### src/rtl/or1200_vlx_store_seq.sv
// or1200_vlx_store_seq: turns packed VLX words of 1..4 bytes into single-byte store requests.
// Ports:
//   clk_i, rst_ni                 clock, asynchronous active-low reset
//   set_addr_i, addr_i            load base address (IDLE only), clears byte_cnt_o
//   word_valid_i, word_i,         packed word offer; first byte in word_i[31:24],
//   nbytes_i, flush_i             nbytes_i clamps to 4, flush_i marks the stream's last word
//   word_ready_o                  high in IDLE
//   st_req_o, st_addr_o,          byte store request held until st_ack_i
//   st_dat_o, st_last_o, st_ack_i
//   busy_o, done_o, byte_cnt_o    not IDLE, end-of-flushed-stream pulse, stored-byte count
// Optional: define OR1200_VLX_BYTE_STUFF_EN to insert a 0x00 store after every 0xFF byte.
module or1200_vlx_store_seq #(
  parameter int CNT_W  = 16,
  parameter int ADDR_W = 32
) (
  input  logic              clk_i,
  input  logic              rst_ni,
  input  logic              set_addr_i,
  input  logic [ADDR_W-1:0] addr_i,
  input  logic              word_valid_i,
  input  logic [31:0]       word_i,
  input  logic [2:0]        nbytes_i,
  input  logic              flush_i,
  output logic              word_ready_o,
  output logic              st_req_o,
  output logic [ADDR_W-1:0] st_addr_o,
  output logic [7:0]        st_dat_o,
  output logic              st_last_o,
  input  logic              st_ack_i,
  output logic              busy_o,
  output logic              done_o,
  output logic [CNT_W-1:0]  byte_cnt_o
);
`ifdef OR1200_VLX_BYTE_STUFF_EN
  typedef enum logic [1:0] {IDLE, SEND, STUFF} state_t;
`else
  typedef enum logic [1:0] {IDLE, SEND} state_t;
`endif
  state_t            r_state;
  logic [31:0]       r_word;
  logic [2:0]        r_rem;
  logic              r_last;
  logic              r_done;
  logic [ADDR_W-1:0] r_addr;
  logic [CNT_W-1:0]  r_cnt;
  logic              w_stuff_go;
  logic              w_in_stuff;
`ifdef OR1200_VLX_BYTE_STUFF_EN
  assign w_stuff_go = r_state == SEND && r_word[31:24] == 8'hFF;
  assign w_in_stuff = r_state == STUFF;
`else
  assign w_stuff_go = 1'b0;
  assign w_in_stuff = 1'b0;
`endif
  assign word_ready_o = r_state == IDLE;
  assign busy_o       = r_state != IDLE;
  assign st_req_o     = busy_o;
  assign st_addr_o    = r_addr;
  assign byte_cnt_o   = r_cnt;
  assign done_o       = r_done;
  assign st_dat_o     = r_state == SEND ? r_word[31:24] : 8'h00;
  // a final 0xFF hands the last marker on to its stuff byte; rem is already decremented in STUFF
  assign st_last_o    = r_last && (w_in_stuff ? r_rem == 3'd0
                                              : r_state == SEND && r_rem == 3'd1 && !w_stuff_go);
  always_ff @(posedge clk_i or negedge rst_ni) begin
    if (!rst_ni) begin
      r_state <= IDLE;
      r_word  <= '0;
      r_rem   <= '0;
      r_last  <= 1'b0;
      r_done  <= 1'b0;
      r_addr  <= '0;
      r_cnt   <= '0;
    end else begin
      r_done <= 1'b0;
      if (r_state == IDLE) begin
        if (set_addr_i) begin
          r_addr <= addr_i;
          r_cnt  <= '0;
        end
        if (word_valid_i) begin
          if (nbytes_i != 3'd0) begin
            r_word  <= word_i;
            r_rem   <= nbytes_i > 3'd4 ? 3'd4 : nbytes_i;
            r_last  <= flush_i;
            r_state <= SEND;
          end else begin
            r_done <= flush_i;
          end
        end
      end else if (st_ack_i) begin
        r_addr <= r_addr + ADDR_W'(1);
        r_cnt  <= r_cnt + CNT_W'(1);
        if (w_in_stuff) begin
          r_state <= r_rem == 3'd0 ? IDLE : SEND;
          r_done  <= r_rem == 3'd0 && r_last;
        end else begin
          r_word <= r_word << 8;
          r_rem  <= r_rem - 3'd1;
`ifdef OR1200_VLX_BYTE_STUFF_EN
          if (w_stuff_go) r_state <= STUFF;
          else
`endif
          if (r_rem == 3'd1) begin
            r_state <= IDLE;
            r_done  <= r_last;
          end
        end
      end
    end
  end
endmodule

### config.mk
export PLATFORM = sky130hd
export DESIGN_NAME = or1200_vlx_store_seq
export DESIGN_NICKNAME = d
export VERILOG_FILES = /design/src/rtl/or1200_vlx_store_seq.sv
export SDC_FILE = /design/constraint.sdc
export NUM_CORES = 1
export LEC_CHECK = 0
export ABC_AREA = 1
export CAP_MARGIN = 40
export CORE_UTILIZATION = 30
export CTS_CLUSTER_SIZE = 8
export DETAILED_ROUTE_END_ITERATION = 6
export SLEW_MARGIN = 0
export SYNTH_ARGS = -nofsm -noshare
export SYNTH_HDL_FRONTEND = slang
export SYNTH_SLANG_ARGS = --single-unit
### constraint.sdc
create_clock -name clk_i -period 4.3 [get_ports clk_i]
set_input_delay 0.86 -clock clk_i [delete_from_list [all_inputs] [get_ports clk_i]]
set_output_delay 0.86 -clock clk_i [all_outputs]
set_load 0.01 [all_outputs]
## Yosys cells after proc, flatten, opt, wreduce, memory -nomap -nowiden

Index checks and enable logic that the tools add are counted.

| cells by class | value |
|---|---|
| add/sub/neg operators | 3 |
| $lt $le $gt $ge | 1 |
| equal/unequal tests | 5 |
| muxes and demuxes | 26 |
| reduce and logical (&&, ||, !) cells | 11 |

Operators by type and width:

| cell | number |
|---|---|
| two-way mux 32 bit | 7 |
| two-way mux 16 bit | 3 |
| adder 32 x 1 -> 32 bit (second input constant) | 1 |
| adder 16 x 1 -> 16 bit (second input constant) | 1 |
| two-way mux 3 bit | 5 |
| two-way mux 2 bit | 5 |
| two-way mux 8 bit | 1 |
| AND reduction 3 bit | 2 |
| nonzero test 2 bit | 3 |
| two-way mux 1 bit | 5 |
| inequality test 2 bit (second input constant) | 2 |
| AND reduction 4 bit | 1 |
| == test 3 x 1 -> 1 bit (second input constant) | 1 |
| greater-than comparator 3 bit (second input constant) | 1 |
| nonzero test 3 bit | 1 |
| subtractor 3 x 1 -> 3 bit (second input constant) | 1 |
| == test 2 x 1 -> 1 bit (second input constant) | 1 |
| logical AND 1 bit | 2 |
| logical NOT 2 bit | 1 |
| inequality test 2 x 1 -> 1 bit (second input constant) | 1 |
| AND reduction 2 bit | 1 |

| word-level totals | value |
|---|---|
| register bits after elaboration | 87 |

## Depth between registers and ports, before layout

Gate-level depths: netlist (run 1).

| logic depth | value |
|---|---|
| word-level depth | 5 |
| gate-level depth with buffers | 10 |
| gate-level depth less buffers | 10 |

## Least setup slack after synthesis (run 1)

No wires, ideal clock.

| path | value |
|---|---|
| path type | register to output |
| start point | reg r_state[0] |
| end point | out st_dat_o[0] |
| arrival | 1.133 ns |
| data required time | 3.440 ns |
| path slack | 2.307 ns |
| stages on the path, launching flop included | 6 |
| path buffers | 3 |
| path through | dfrtp_1 -> buf_6 -> buf_2 -> buf_2 -> nand2_1 -> inv_1 |

| between the ends | value |
|---|---|
| word-level cells in the longest chain between the ends | 2 |

Ends and longest elaborated chain:

| element | line | text |
|---|---|---|
| start, declared | 39 | `state_t r_state;` |
| start signal, assigned | 95 | `r_state <= r_rem == 3'd0 ? IDLE : SEND;` |
| == test 2 x 1 -> 1 bit | 61 | `assign st_dat_o = r_state == SEND ? r_word[31:24] : 8'h00;` |
| two-way mux 8 bit | 61 |  |
| end, declared | 27 | `output logic [7:0] st_dat_o,` |

No other way between the ends.

## Worst setup path after layout (run 1)

| path | value |
|---|---|
| start point | reg r_state[0] |
| end point | out st_dat_o[2] |

The elaborated chain is that of the path after synthesis.

==> key figures, run 1 <==
Run status
  • Status: finished clean

Global routing
  • GRT Total Usage: a little under a fifth
  • Global-route wire length before repair: 25200 um
  • Initial antenna violation count: 0
  • Largest net degree at the start of global routing: 67
  • Vias in the first global route: 5012
  • Grt total ovfl: 0

Power and ir drop
  • Max IR drop VDD: ~0.29 mV
  • Gate power share: 46.4%
  • Total power: 0.00440 W
  • Pleak: 3.12 nW
  • Int Power: 0.00255 W
  • Sw Share: 41.9%
  • Power Density: 627 nW/um^2
  • Sequential power share: 33.9%
  • Net switching power: 0.00184 W
  • Clk pwr share: 19.8%

Die
  • Row cnt: 47
  • Vert. Die Dim: approximately 130 um
  • # IOs: around 130
  • Total core area: between 15000 and 20000 sq um
  • Initial Util: a little under a third
  • Die X: 134 um
  • Die area: about 18000 sq um

Synth
  • Area leader, netlist: dfrtp_1
  • Syn_nets: ~840
  • Xor/xnor cell area share of the yosys netlist: less than 1%
  • Seq/Total Area, Yosys: 41.3%
  • Top cell type's share of synthesized area: 41.3%
  • Main combinational cell family by area after synthesis: simple AND/OR/NAND/NOR gates
  • Post-synthesis mux area share: 0%
  • Mean post-synth cell area: 6.84 sq um
  • Syn Inst Count: approximately 760
  • Yosys cell types: 39
  • Synth area leaders: dfrtp_1 (41%), nand2_1 (17%), nor2_1 (8.6%)
  • Post-Syn Area: 5220 sq um
  • #FFs+latches synth: 86
  • Yosys warning count: 0
  • Synth Area in Adders: 0.960%
  • Compound-cell area share of the yosys netlist: 10.4%
  • Synth Area in Simple Gates: 37.5%

Setup path
  • Worst setup SP type: flop
  • FF-to-FF path depth: 6
  • Worst Path Required: about 3.4 ns
  • RR Endpoint: st_addr_o[2]$_DFFE_PN0P_
  • Worst R2R Start: r_state[0]$_DFFE_PN0P_
  • Worst-path maximum fanout: 66
  • CP Capture Type: output pin
  • Reg2Reg Setup Slack: 1.73 ns
  • Crit path DAT: 2.10 ns
  • Crit path kind: reg -> out

Timing
  • Setup TNS: 0 ns
  • Min setup slack post-route: 1.34 ns
  • RSZ-0062 raised after global routing: false
  • Min Clock Period, post-route: 2.96 ns
  • Clock Skews: 0.00701 ns
  • Final setup vio count: 0
  • Hold Vio Cnt, Final: 0
  • Relative slew slack: between 40% and 50%
  • Final worst-path cycle share: 68.9%
  • Fmax: 337 MHz
  • Slew @ Worst Pin: 0.790 ns
  • Slew Limit Fails: 0

Clocking
  • CTS H-tree depth: 3
  • CTS tree: done
  • Clk root buf: clkbuf_16
  • Postcts setup bufs: 0
  • Hold-fix buffers, CTS: 0
  • TritonCTS Buffers: 9
  • CTS resizes: 0
  • Worst-path clk slew: 0.07 ns
  • Clk sinks: 86
  • Clk buf depth: 2
  • Worst-Skew Late Latency: 0.36 ns

Final layout
  • Commonest cells after routing, fill and taps aside: nand2_1 (242), clkdlybuf4s50_1 (132), nor2_1 (120)
  • Share of post-route cells with drive strength above 1: 5.41%
  • Fillers: 1789
  • Layout area overhead: 34.3%
  • Final net count: roughly 960
  • Most common cell after layout, fill and taps aside: nand2_1
  • Ant. Diodes: 0

Route
  • WL/cell: approximately 14 um
  • DR vias: 5290
  • DRT Wirelength: 15600 um
  • Post-DRT Antenna Nets: 0
  • Drt first pass iters: 4
  • DRC errors left: 0
  • Initial DRC Count: about 250
  • Vias/cell: 4.78

Placement
  • Setup Slack @ Placement: 1.20 ns
  • Final GP Congestion: between 0.8 and 0.9
  • DP Wirelength: 11400 um
  • Port-buffer cells: between 100 and 150

Worst hold path
  • Worst hold path type: in -> async

Job
  • Max Cap Viol: 0
[state kept, by name, summed over array words and instances, names as in the netlist]
register and count:
byte_cnt_o 16, r_state 1, r_rem 3, r_word 32, r_last 1, done_o 1, st_addr_o 32
[kinds of logic (layout without fill, tap and decap cells)]
kind of cell / Yosys count / after routing
simple gates: 464 / 464
flops: 86 / 86
compound gates: 95 / 95
xor+xnor: 2 / 2
buf+inv: 111 / 236
fa+ha+maj: 4 / 4
[Yosys cell counts]
cell	count
or2_1	1
a21oi_1	18
nand4_1	5
nor2_4	5
nand2_4	1
o211ai_1	1
a21boi_0	2
o22ai_1	5
or2_2	3
nor2_8	1
nor4_1	1
clkbuf_1	5
o21ai_0	36
xor2_1	2
buf_6	6
inv_2	4
o21ai_1	1
and2_1	1
nor3_1	10
buf_1	2
a22oi_1	2
nor2_1	120
o31ai_1	1
nand3_1	62
ha_1	4
inv_1	77
buf_2	11
nand2_1	242
a32o_1	1
nor2_2	6
a211oi_1	1
a31oi_1	25
buf_4	6
nor3_2	1
dfrtp_1	86
nand3b_1	1
nand2_2	4
o21bai_1	1
o32ai_1	1
[layer usage]
layer	wire, um	global-route usage (%)
met5	0	0
met4	334	7.07
met3	1060	3.93
met2	7270	29.7
met1	6930	23.1
[layout make-up]
class	instances	area (sq um)	share of cell area (%)
Clock buffer	10	229	3.27
Clock inverter	6	92.6	1.32
Tap cell	220	275	3.93
Inverter	81	304	4.34
Multi-Input combinational cell	565	2560	36.6
Sequential cell	86	2150	30.7
Timing Repair Buffer	139	1390	19.8
[metrics by stage]
step	utilization (%)	cells	hold WS, ns	area (sq um)
finish	41.8	1107	0.425	7010
global route	41.8	1107	0.454	7010
CTS	41.8	1107	0.438	7010
detailed placement	39.9	1091	0.488	6680
global placement	39.8	1090	0.486	6660
floorplan	-	762	0.469	5220
[worst max path at each step]
stage,from,to,slack [ns]
3_3_place_gp,st_ack_i,byte_cnt_o[10]$_DFFE_PN0P_,1.27
2_1_floorplan,r_state[0]$_DFFE_PN0P_,st_dat_o[0],2.31
4_1_cts,r_state[0]$_DFFE_PN0P_,st_dat_o[2],1.31
3_5_place_dp,st_ack_i,st_addr_o[2]$_DFFE_PN0P_,1.20
5_1_grt,r_state[0]$_DFFE_PN0P_,st_dat_o[7],1.22
6_report,r_state[0]$_DFFE_PN0P_,st_dat_o[2],1.34
[critical path: stages (launching register included)]
cell and delay [ns]:
dfrtp_2 0.36, buf_4 0.61, nand2_1 0.12, inv_1 0.08
clkdlybuf4s50_1 0.53
[power groups by stage]
stage / Combinational [W] / Clock [W] / Sequential (W)
after floorplan: 0.00126 / 0 / 0.00146
after CTS: 0.00207 / 0.000893 / 0.00149
final: 0.00204 / 0.000870 / 0.00149
after global placement: 0.00203 / 0 / 0.00150
after detailed placement: 0.00207 / 0 / 0.00150
after global routing: 0.00230 / 0.000919 / 0.00154
(Power assumes the default switching activity.)
==> run 2: changes to the inputs <==
clock period = 2.45 ns   (was 4.3 ns; I/O delays follow)
==> run 2 against run 1 <==
Net effect:
- register-to-register slack got worse by 1.1 ns
- utilization up 0.19 points
- setup slack got worse by 1.1 ns
- critical path type unchanged
- sequential power is 76% higher
- global-route usage fell by 0.11 points
- final cell count increased by 0.27%
- clock-buffer cell count fell by 1
- clock skew up 0.0022 ns
- die area stayed put
- wire length grew 0.30%
- hold slack got worse by 0.30 ns
- critical path depth unchanged
==> key figures, run 2 (same netlist as run 1, synthesis figures left out) <==
Run status
  • Status: finished clean

Final layout
  • Post-Layout Cell Count: 1110
  • Final net count: 962
  • Fillers: roughly 1800
  • Most common cell after layout, fill and taps aside: nand2_1
  • Layout area overhead: 35.0%
  • Ant. Diodes: 0
  • Share of post-route cells with drive strength above 1: a little under 6%
  • Design Area, Final: 7040 sq um
  • Commonest cells after routing, fill and taps aside: nand2_1 (242), clkdlybuf4s50_1 (131), nor2_1 (120)
  • Fin util: a little over two fifths

Route
  • Initial DRC Count: 190
  • WL/cell: 14.1 um
  • DR WL met2: 7310 um
  • Post-DRT Antenna Nets: 0
  • WL met1: ~7000 um
  • Drt first pass iters: 5
  • Top Metal Used: met4
  • DRT Wirelength: 15600 um
  • DR vias: between 5000 and 6000
  • DRC errors left: 0
  • DR WL met3: 1050 um
  • Vias/cell: approximately 4.7

Clocking
  • Clk sinks: 86
  • CTS H-tree depth: 3
  • Worst-Skew Late Latency: between 0.3 and 0.4 ns
  • Clk root buf: clkbuf_16
  • TritonCTS Buffers: 9
  • Clk buf depth: 2
  • Worst-path clk slew: 0.06 ns
  • CTS tree: done
  • Hold-fix buffers, CTS: 0

Placement
  • Placed inst area: a little under 7000 sq um
  • Port-buffer cells: 133
  • Final GP Congestion: just under 0.9
  • Setup Slack @ Placement: 0.294 ns
  • Placed cell count: between 1000 and 1500
  • DP Wirelength: 11400 um

Power and ir drop
  • Pleak: 3.16 nW
  • Int Power: 0.00437 W
  • Max IR drop VDD: 0.593 mV
  • Sw Share: 42.8%
  • Sequential power share: 34.4%
  • Net switching power: 0.00326 W
  • Power Density: 1080 nW/um^2
  • Clk pwr share: between 15 and 20%
  • Gate power share: roughly 48%

Setup path
  • Worst setup SP type: flop
  • Bufs and invs on worst path: 3
  • Worst path max stage delay: between 0.5 and 0.6 ns
  • Crit path DAT: between 1.5 and 2 ns
  • CP Capture Type: output pin
  • Crit path kind: reg -> out
  • CP delay by family, top: buffers and inverters
  • Slowest stage cell, crit path: clkdlybuf4s50_1
  • Worst Path Required: 1.96 ns
  • Crit-path cells: buf_12, nand2_1, inv_1, clkdlybuf4s50_1
  • Worst-path maximum fanout: 66

Die
  • Die X: 134 um
  • # IOs: 134
  • Row cnt: between 40 and 50
  • Initial Util: between 30% and 40%
  • Total core area: 16800 sq um
  • Vert. Die Dim: 134 um
  • Die area: between 15000 and 20000 sq um

Timing
  • Final worst-path cycle share: between 90% and 100%
  • Fmax: 445 MHz
  • Slew Limit Fails: 0
  • Slew @ Worst Pin: 0.548 ns
  • Hold Vio Cnt, Final: 0
  • Clock Skews: 0.00917 ns
  • Setup TNS: 0 ns
  • RSZ-0062 raised after global routing: false
  • Final setup vio count: 0
  • Relative slew slack: 63.5%
  • Min setup slack post-route: 0.202 ns
  • Min Clock Period, post-route: 2.25 ns

Global routing
  • Vias in the first global route: 4984
  • Initial antenna violation count: 0
  • Grt total ovfl: 0
  • Global-route wire length before repair: between 20000 and 30000 um
  • Largest net degree at the start of global routing: 67
  • GRT Total Usage: between 10% and 20%

Worst hold path
  • Worst hold path type: in -> async

Job
  • Max Cap Viol: 0
==> run 2: cell types whose count changed in the layout (fill, tap and decap cells not counted), moves of 2 or more <==
cell | previous run | this run
buf_12 | 1 | 5
bufinv_16 | 2 | 0
clkinv_2 | 0 | 2
clkinvlp_4 | 2 | 0
inv_6 | 2 | 4
==> run 2: stage by stage <==
stage	hold slack, ns	total power, W
2_1_floorplan	0.194	0.00478
3_3_place_gp	0.490	0.00634
3_5_place_dp	0.499	0.00639
4_1_cts	0.148	0.00775
5_1_grt	0.161	0.00831
6_report	0.127	0.00763
==> run 2: metal layers <==
metal / track usage [%] / vias up
li1: - / 2671
met4: 3.72 / 0
met3: 5.10 / 9
met2: 29.6 / 146
met1: 23.4 / 2375
met5: 0 / -
==> run 2: final cells by class <==
class | count | area (sq um) | area share (%)
Clock buffer | 9 | 225 | 3.20
Sequential cell | 86 | 2150 | 30.6
Clock inverter | 7 | 53.8 | 0.764
Timing Repair Buffer | 142 | 1460 | 20.8
Inverter | 81 | 304 | 4.32
Multi-Input combinational cell | 565 | 2560 | 36.4
Tap cell | 220 | 275 | 3.91
==> run 2: worst paths after layout <==
| kind | start | endpoint | slack, ns | cells after the start |
|---|---|---|---|---|
| min in group clk_i | r_word[3]$_DFFE_PN0P_ | r_word[3]$_DFFE_PN0P_ | 0.51 | 2 |
| max in group asynchronous | rst_ni | r_state[0]$_DFFE_PN0P_ | 1.66 | 2 |
| setup reg to reg | r_state[0]$_DFFE_PN0P_ | st_addr_o[10]$_DFFE_PN0P_ | 0.66 | 8 |
| hold reg to reg | r_word[3]$_DFFE_PN0P_ | r_word[3]$_DFFE_PN0P_ | 0.51 | 2 |
| setup / recovery | r_state[0]$_DFFE_PN0P_ | st_dat_o[1] | 0.20 | 4 |
| hold / removal | rst_ni | byte_cnt_o[13]$_DFFE_PN0P_ | 0.13 | 1 |
==> run 2: what timing repair did <==
action,in CTS,in global routing
hold endpoints to repair,0,0
buffers inserted,0,0
setup endpoints to repair,0,1
gates resized for setup,0,1
==> run 2: power groups by stage <==
stage / clock network (W) / logic, W / registers, W
after floorplan: 0 / 0.00221 / 0.00257
after global placement: 0 / 0.00368 / 0.00265
after detailed placement: 0 / 0.00374 / 0.00265
after CTS: 0.00136 / 0.00375 / 0.00263
after global routing: 0.00142 / 0.00417 / 0.00272
final: 0.00131 / 0.00369 / 0.00262
